<file path="src/rtl/lif_syn_pkg.sv">
// rtl/lif_syn_pkg.sv - shared types, sizes and clamp helper for the LIF synaptic driver
package lif_syn_pkg;

  typedef enum logic {
    LOAD = 1'b0,
    RUN  = 1'b1
  } state_t;

  localparam int LIF_N_SYN     = 8;
  localparam int LIF_W_WIDTH   = 4;
  localparam int LIF_CUR_WIDTH = 8;
  localparam int SUM_WIDTH     = LIF_CUR_WIDTH + $clog2(LIF_N_SYN) + 2;
  localparam int CUR_MAX       = (1 << LIF_CUR_WIDTH) - 1;

  // Saturates a signed value into 0..hi.
  function automatic int clamp(input int v, input int hi);
    if (v < 0)
      return 0;
    else if (v > hi)
      return hi;
    else
      return v;
  endfunction

endpackage

</file>
<file path="src/rtl/lif_syn_wsum.sv">
// rtl/lif_syn_wsum.sv - masked signed sum of synapse weights
// Combinational; each weight contributes only while its spike line is high.
module lif_syn_wsum
  import lif_syn_pkg::*;
#(
  parameter int N_SYN   = LIF_N_SYN,
  parameter int W_WIDTH = LIF_W_WIDTH,
  parameter int SUM_W   = SUM_WIDTH
) (
  input  logic [N_SYN-1:0]         i_spike,
  input  logic [N_SYN*W_WIDTH-1:0] i_weights,
  output logic signed [SUM_W-1:0]  o_sum
);

  always_comb begin
    o_sum = '0;
    for (int i = 0; i < N_SYN; i++) begin
      if (i_spike[i])
        o_sum = o_sum + SUM_W'($signed(i_weights[i*W_WIDTH +: W_WIDTH]));
    end
  end

endmodule

</file>
<file path="src/rtl/lif_syn_driver.sv">
// rtl/lif_syn_driver.sv - programmable synaptic front end producing the LIF neuron input current
// Weights load through a beat stream; in RUN the current leaks, integrates spikes and saturates.
module lif_syn_driver
  import lif_syn_pkg::*;
#(
  parameter int N_SYN       = LIF_N_SYN,
  parameter int W_WIDTH     = LIF_W_WIDTH,
  parameter int CUR_WIDTH   = LIF_CUR_WIDTH,
  parameter int DECAY_SHIFT = 2
) (
  input  logic                 clk,
  input  logic                 rst,
  input  logic [N_SYN-1:0]     i_spike_in,
  input  logic                 i_cfg_start,
  input  logic                 i_wload_valid,
  input  logic [W_WIDTH-1:0]   i_wload_data,
  output logic                 o_wload_ready,
  output logic                 o_run,
  output logic [CUR_WIDTH-1:0] o_current,
  output logic                 o_sat_hi,
  output logic                 o_sat_lo
);

  localparam int PTR_W = (N_SYN > 1) ? $clog2(N_SYN) : 1;
  localparam int ACC_W = ((CUR_WIDTH > W_WIDTH) ? CUR_WIDTH : W_WIDTH) + $clog2(N_SYN) + 2;
  localparam int CMAX  = (1 << CUR_WIDTH) - 1;
  localparam logic [PTR_W-1:0]        PTR_LAST = PTR_W'(N_SYN - 1);
  localparam logic [PTR_W-1:0]        PTR_ONE  = PTR_W'(1);
  localparam logic signed [ACC_W-1:0] ACC_ONE  = ACC_W'(1);
  localparam logic signed [ACC_W-1:0] ACC_MAX  = ACC_W'(CMAX);

  state_t                 r_state;
  logic [PTR_W-1:0]       r_ptr;
  logic [CUR_WIDTH-1:0]   r_acc;
  logic                   r_sat_hi;
  logic                   r_sat_lo;
  logic [W_WIDTH-1:0]     r_weight [N_SYN];

  logic [N_SYN*W_WIDTH-1:0] w_wflat;
  logic signed [ACC_W-1:0]  w_syn;
  logic signed [ACC_W-1:0]  w_acc_ext;
  logic signed [ACC_W-1:0]  w_shift;
  logic signed [ACC_W-1:0]  w_leak;
  logic signed [ACC_W-1:0]  w_nxt;

  for (genvar g = 0; g < N_SYN; g++) begin : g_flat
    assign w_wflat[g*W_WIDTH +: W_WIDTH] = r_weight[g];
  end

  lif_syn_wsum #(
    .N_SYN   (N_SYN),
    .W_WIDTH (W_WIDTH),
    .SUM_W   (ACC_W)
  ) u_wsum (
    .i_spike   (i_spike_in),
    .i_weights (w_wflat),
    .o_sum     (w_syn)
  );

  assign w_acc_ext = {{(ACC_W-CUR_WIDTH){1'b0}}, r_acc};
  assign w_shift   = w_acc_ext >>> DECAY_SHIFT;

  // Leak never drops below 1 while nonzero so an idle current always reaches 0.
  always_comb begin
    w_leak = '0;
    if (r_acc != '0)
      w_leak = (w_shift == '0) ? ACC_ONE : w_shift;
  end

  assign w_nxt = w_acc_ext - w_leak + w_syn;

  always_ff @(posedge clk) begin
    if (rst) begin
      r_state  <= LOAD;
      r_ptr    <= '0;
      r_acc    <= '0;
      r_sat_hi <= 1'b0;
      r_sat_lo <= 1'b0;
      for (int i = 0; i < N_SYN; i++)
        r_weight[i] <= '0;
    end else if (i_cfg_start) begin
      r_state  <= LOAD;
      r_ptr    <= '0;
      r_acc    <= '0;
      r_sat_hi <= 1'b0;
      r_sat_lo <= 1'b0;
    end else begin
      case (r_state)
        LOAD: begin
          r_acc    <= '0;
          r_sat_hi <= 1'b0;
          r_sat_lo <= 1'b0;
          if (i_wload_valid) begin
            r_weight[r_ptr] <= i_wload_data;
            if (r_ptr == PTR_LAST) begin
              r_ptr   <= '0;
              r_state <= RUN;
            end else begin
              r_ptr <= r_ptr + PTR_ONE;
            end
          end
        end
        RUN: begin
          r_acc    <= CUR_WIDTH'(clamp(32'(w_nxt), CMAX));
          r_sat_hi <= (w_nxt > ACC_MAX);
          r_sat_lo <= w_nxt[ACC_W-1];
        end
        default: r_state <= LOAD;
      endcase
    end
  end

  assign o_wload_ready = (r_state == LOAD);
  assign o_run         = (r_state == RUN);
  assign o_current     = r_acc;
  assign o_sat_hi      = r_sat_hi;
  assign o_sat_lo      = r_sat_lo;

endmodule

</file>
<file path="config.mk">
export PLATFORM = sky130hd
export DESIGN_NAME = lif_syn_driver
export DESIGN_NICKNAME = d
export VERILOG_FILES = /design/src/rtl/lif_syn_pkg.sv /design/src/rtl/lif_syn_wsum.sv /design/src/rtl/lif_syn_driver.sv
export SDC_FILE = /design/constraint.sdc
export NUM_CORES = 1
export LEC_CHECK = 0
export BUFFER_PORTS_ARGS = -buffer_cell sky130_fd_sc_hd__buf_2
export CORE_ASPECT_RATIO = 0.8
export CORE_UTILIZATION = 49
export CTS_CLUSTER_DIAMETER = 30
export DETAILED_ROUTE_END_ITERATION = 7
export GPL_TIMING_DRIVEN = 0
export PLACE_DENSITY = 0.76
export SYNTH_ARGS = -nofsm -noshare
export SYNTH_HDL_FRONTEND = slang
export SYNTH_SLANG_ARGS = --single-unit
</file>
<file path="constraint.sdc">
create_clock -name clk -period 11.8 [get_ports clk]
set_input_delay 1.77 -clock clk [delete_from_list [all_inputs] [get_ports clk]]
set_output_delay 1.77 -clock clk [all_outputs]
set_load 0.02 [all_outputs]
</file>
==> results.md <==
* Status: completed
* Core Region at ~14000 µm²
* Max Slew Vio Count at 0
* Reg clk slew, reported paths at around 0.060 ns
* CTS Hold Bufs at 0
* Register area share after synthesis at between 10% and 20%
* Dpl hpwl at around 12000 µm
* RSZ-0062 raised after global routing: yes
* I/O pin count at 28
* Total grt overflow at 0
* DRT Pass-1 Iters at 4
* Crit-path max FO at 5
* Worst path slowest cell: fa_1
* CTS tree: done
* Die X at ~140 µm
* Crit path launch: i_spike_in[0]
* Reg2Reg Setup Slack at about 1.3 ns
* Layout cell share with drive strength beyond 1 at between 20% and 30%
* Global-route wire length before repair at 25900 µm
* CP arrival at 11.91 ns
* GP Congestion at 0.868
* Syn_area_per_cell at around 8.6 µm²
* Die area at roughly 15000 µm²
* DR vias/cell at ~5.8
* Drc violations at 0
* Min-delay src: o_run
* Top FF cell, synth: edfxtp_1
* CP required at 12.03 ns
* IO buf count at 24
* Cell Rows at 38
* Antenna violations before repair at 0
* Slew of the pin with the lowest slew margin at between 0.8 and 0.9 ns
* Final worst-path cycle share at slightly below 100%
* Remaining antenna violation count at 0
* Clock root buffer: clkbuf_16
* Final Hold Fails at 0
* Syn nets at 932
* Post-synth EDFFs at 32
* Final setup fails at 0
* Fin Hold WS at ~0.53 ns
* Syn Inst Count at 810
* GRT Util Overall at between 20 and 25%
* CTS Sinks at between 40 and 50
* Worst setup path endpoint: o_sat_lo
* Latest clock arrival within the worst-skew pair at 0.29 ns
* Worst min-delay path class: reg -> reg
* Reg-to-reg endpoint: o_sat_lo
* Nets@finish at between 900 and 1000
* Routed wire per std cell at roughly 15 µm
* Chip height at around 110 µm
* Area growth, synth to finish at 20.9%
* Crit path capture type: flop
* WL final at 16300 µm
* DR vias at between 6000 and 7000
* Cells on worst reg2reg path at 56
* Drt first-iter violations at 369
* Ys Warns at 0
* FF-to-FF Start: r_weight[0][0]
* Fmax at ~86 MHz
* Vias in the first global route at 5609
* Pin count of the biggest net entering global routing at 15
* Max-cap violations at 0
* Clk_skew at roughly 0.007 ns
* Min Tclk post-route at ~12 ns
* Yosys cell types at between 70 and 80
* Number of synthesized register bits at 46
* Mapped cell area at just under 7000 µm²
* Setup CP Type: in -> reg
* Maximum vdd drop at approximately 0.00023 V
* Delay-heaviest family, CP: compound AO/OA/AOI/OAI gates
* Ys async rst share at 0%
* Commonest non-fill, non-tap cell in the layout: ha_1
* Slew headroom at a little under half
* Most frequent cells in the layout: 75 x ha_1, 59 x nor2_1, 58 x inv_1
* Pwr dens at 225 nW/µm²
* Slowest stage delay, CP at approximately 0.53 ns
* Clock Tree Buf Depth at 2
* Worst Setup Start Kind: primary input
* Ant. Diodes at 0
* Worst Path Buf+Inv at 5
* Number of cells on the critical path at between 50 and 60
* H-tree Lvls at 2
* Initial core utilization at around half
* TritonCTS buffer count at 5
* Pleak at approximately 3.6 nW
* Setup total negative slack at 0 ns
==> worst register-to-register path: cells and delay by family (launching register included) <==
kind | cells | cell delay, ns
adders and majority gates | 10 | 3.08
and+or+nand+nor | 13 | 1.77
buffers and inverters | 4 | 0.40
AOI/OAI and AO/OA | 23 | 3.65
DFF | 1 | 0.34
xor gates and xnor gates | 6 | 1.21
==> kinds of logic after synthesis <==
| logic type | Yosys count | share of synthesized area (%) |
|---|---|---|
| muxes | 39 | 6.16 |
| buffers and inverters | 74 | 4.02 |
| AOI/OAI and AO/OA | 255 | 26.1 |
| xor gates and xnor gates | 56 | 7.82 |
| and+or+nand+nor | 234 | 17.4 |
| DFF | 46 | 17.9 |
| adders and majority gates | 106 | 20.7 |
==> registers in the layout, indices dropped and copies added (netlist names) <==
signal,cells
o_run,1
o_current,8
o_sat_lo,1
o_sat_hi,1
r_ptr,3
r_weight,32
==> worst min path at each step <==
stage,to,slack (ns),cells past startpoint
final,o_sat_lo,0.53,1
after global routing,o_sat_lo,0.55,1
after CTS,o_sat_lo,0.54,1
after detailed placement,o_sat_lo,0.52,1
after global placement,o_run,0.52,2
after floorplan,r_ptr[1],0.50,2
==> final cells by class <==
cell class / instances / area, µm²
fill: 1166 / 5300
timing repair buffer: 58 / 410
tap: 180 / 225
inverter: 61 / 231
clock buffer: 7 / 154
buffer: 13 / 50.0
multi-input combinational: 691 / 6080
sequential: 46 / 1240
clock inverter: 1 / 7.51
==> cells in the mapped netlist (3+ instances only) <==
library cell | n | area share, %
xnor2_1 | 32 | 4.0
nor2_1 | 60 | 3.2
nand2b_1 | 16 | 1.4
a21oi_1 | 50 | 3.6
o21ai_1 | 4 | 0.29
o2111ai_1 | 5 | 0.63
o31ai_1 | 6 | 0.65
inv_1 | 60 | 3.2
o31a_1 | 6 | 0.76
a31oi_1 | 4 | 0.36
a22o_1 | 4 | 0.50
nand3_1 | 8 | 0.58
a2111oi_1 | 6 | 0.86
mux2_2 | 27 | 4.4
edfxtp_1 | 32 | 14
mux2i_1 | 11 | 1.6
fa_1 | 15 | 4.3
and3_1 | 4 | 0.36
nand2_1 | 47 | 2.5
and2_1 | 38 | 3.4
nor2b_1 | 12 | 1.1
a21o_1 | 31 | 3.3
or2_2 | 11 | 0.99
o2bb2ai_1 | 3 | 0.38
nor3_1 | 15 | 1.1
or3_1 | 5 | 0.45
o21a_1 | 27 | 2.9
ha_1 | 91 | 16
nand4_1 | 5 | 0.45
o21bai_1 | 6 | 0.65
a21boi_0 | 3 | 0.32
a211oi_1 | 20 | 2.2
xor2_1 | 19 | 2.4
clkbuf_1 | 10 | 0.54
o21ai_0 | 51 | 3.7
o211ai_1 | 3 | 0.32
dfxtp_1 | 14 | 4.0
==> layer usage <==
metal | wire (µm) | track usage [%] | vias up
li1 | - | - | 3121
met5 | 0 | 0 | -
met2 | 7290 | 34.6 | 90
met1 | 8410 | 31.7 | 2887
met3 | 376 | 1.59 | 14
met4 | 216 | 4.01 | 0
==> power breakdown <==
group | internal, mW | switching (mW) | total [mW]
logic | 0.716 | 0.838 | 1.55
registers | 0.177 | 0.00612 | 0.183
clock network | 0.0914 | 0.0583 | 0.150
==> repair_timing <==
| action | CTS | global route |
|---|---|---|
| gates cloned | 1 | 0 |
| pin swaps | 21 | 55 |
| buffers inserted | 12 | 22 |
| resized for setup | 43 | 82 |
| endpoints found under the setup margin | 10 | 10 |
==> through the flow <==
| stage | std cells | instance area (µm²) | power [mW] | worst slack (ns) | utilization, % |
|---|---|---|---|---|---|
| after CTS | 1035 | 7800 | 1.65 | 0.00989 | 57.0 |
| after detailed placement | 1014 | 7290 | 1.30 | -1.20 | 53.3 |
| after floorplan | 810 | 6950 | 1.12 | 0.155 | - |
| after global placement | 1014 | 7290 | 1.28 | -1.12 | 53.3 |
| after global routing | 1057 | 8400 | 2.03 | -0.290 | 61.3 |
| final | 1057 | 8400 | 1.89 | 0.120 | 61.3 |
Note: power is estimated with default switching activity, not from simulation.
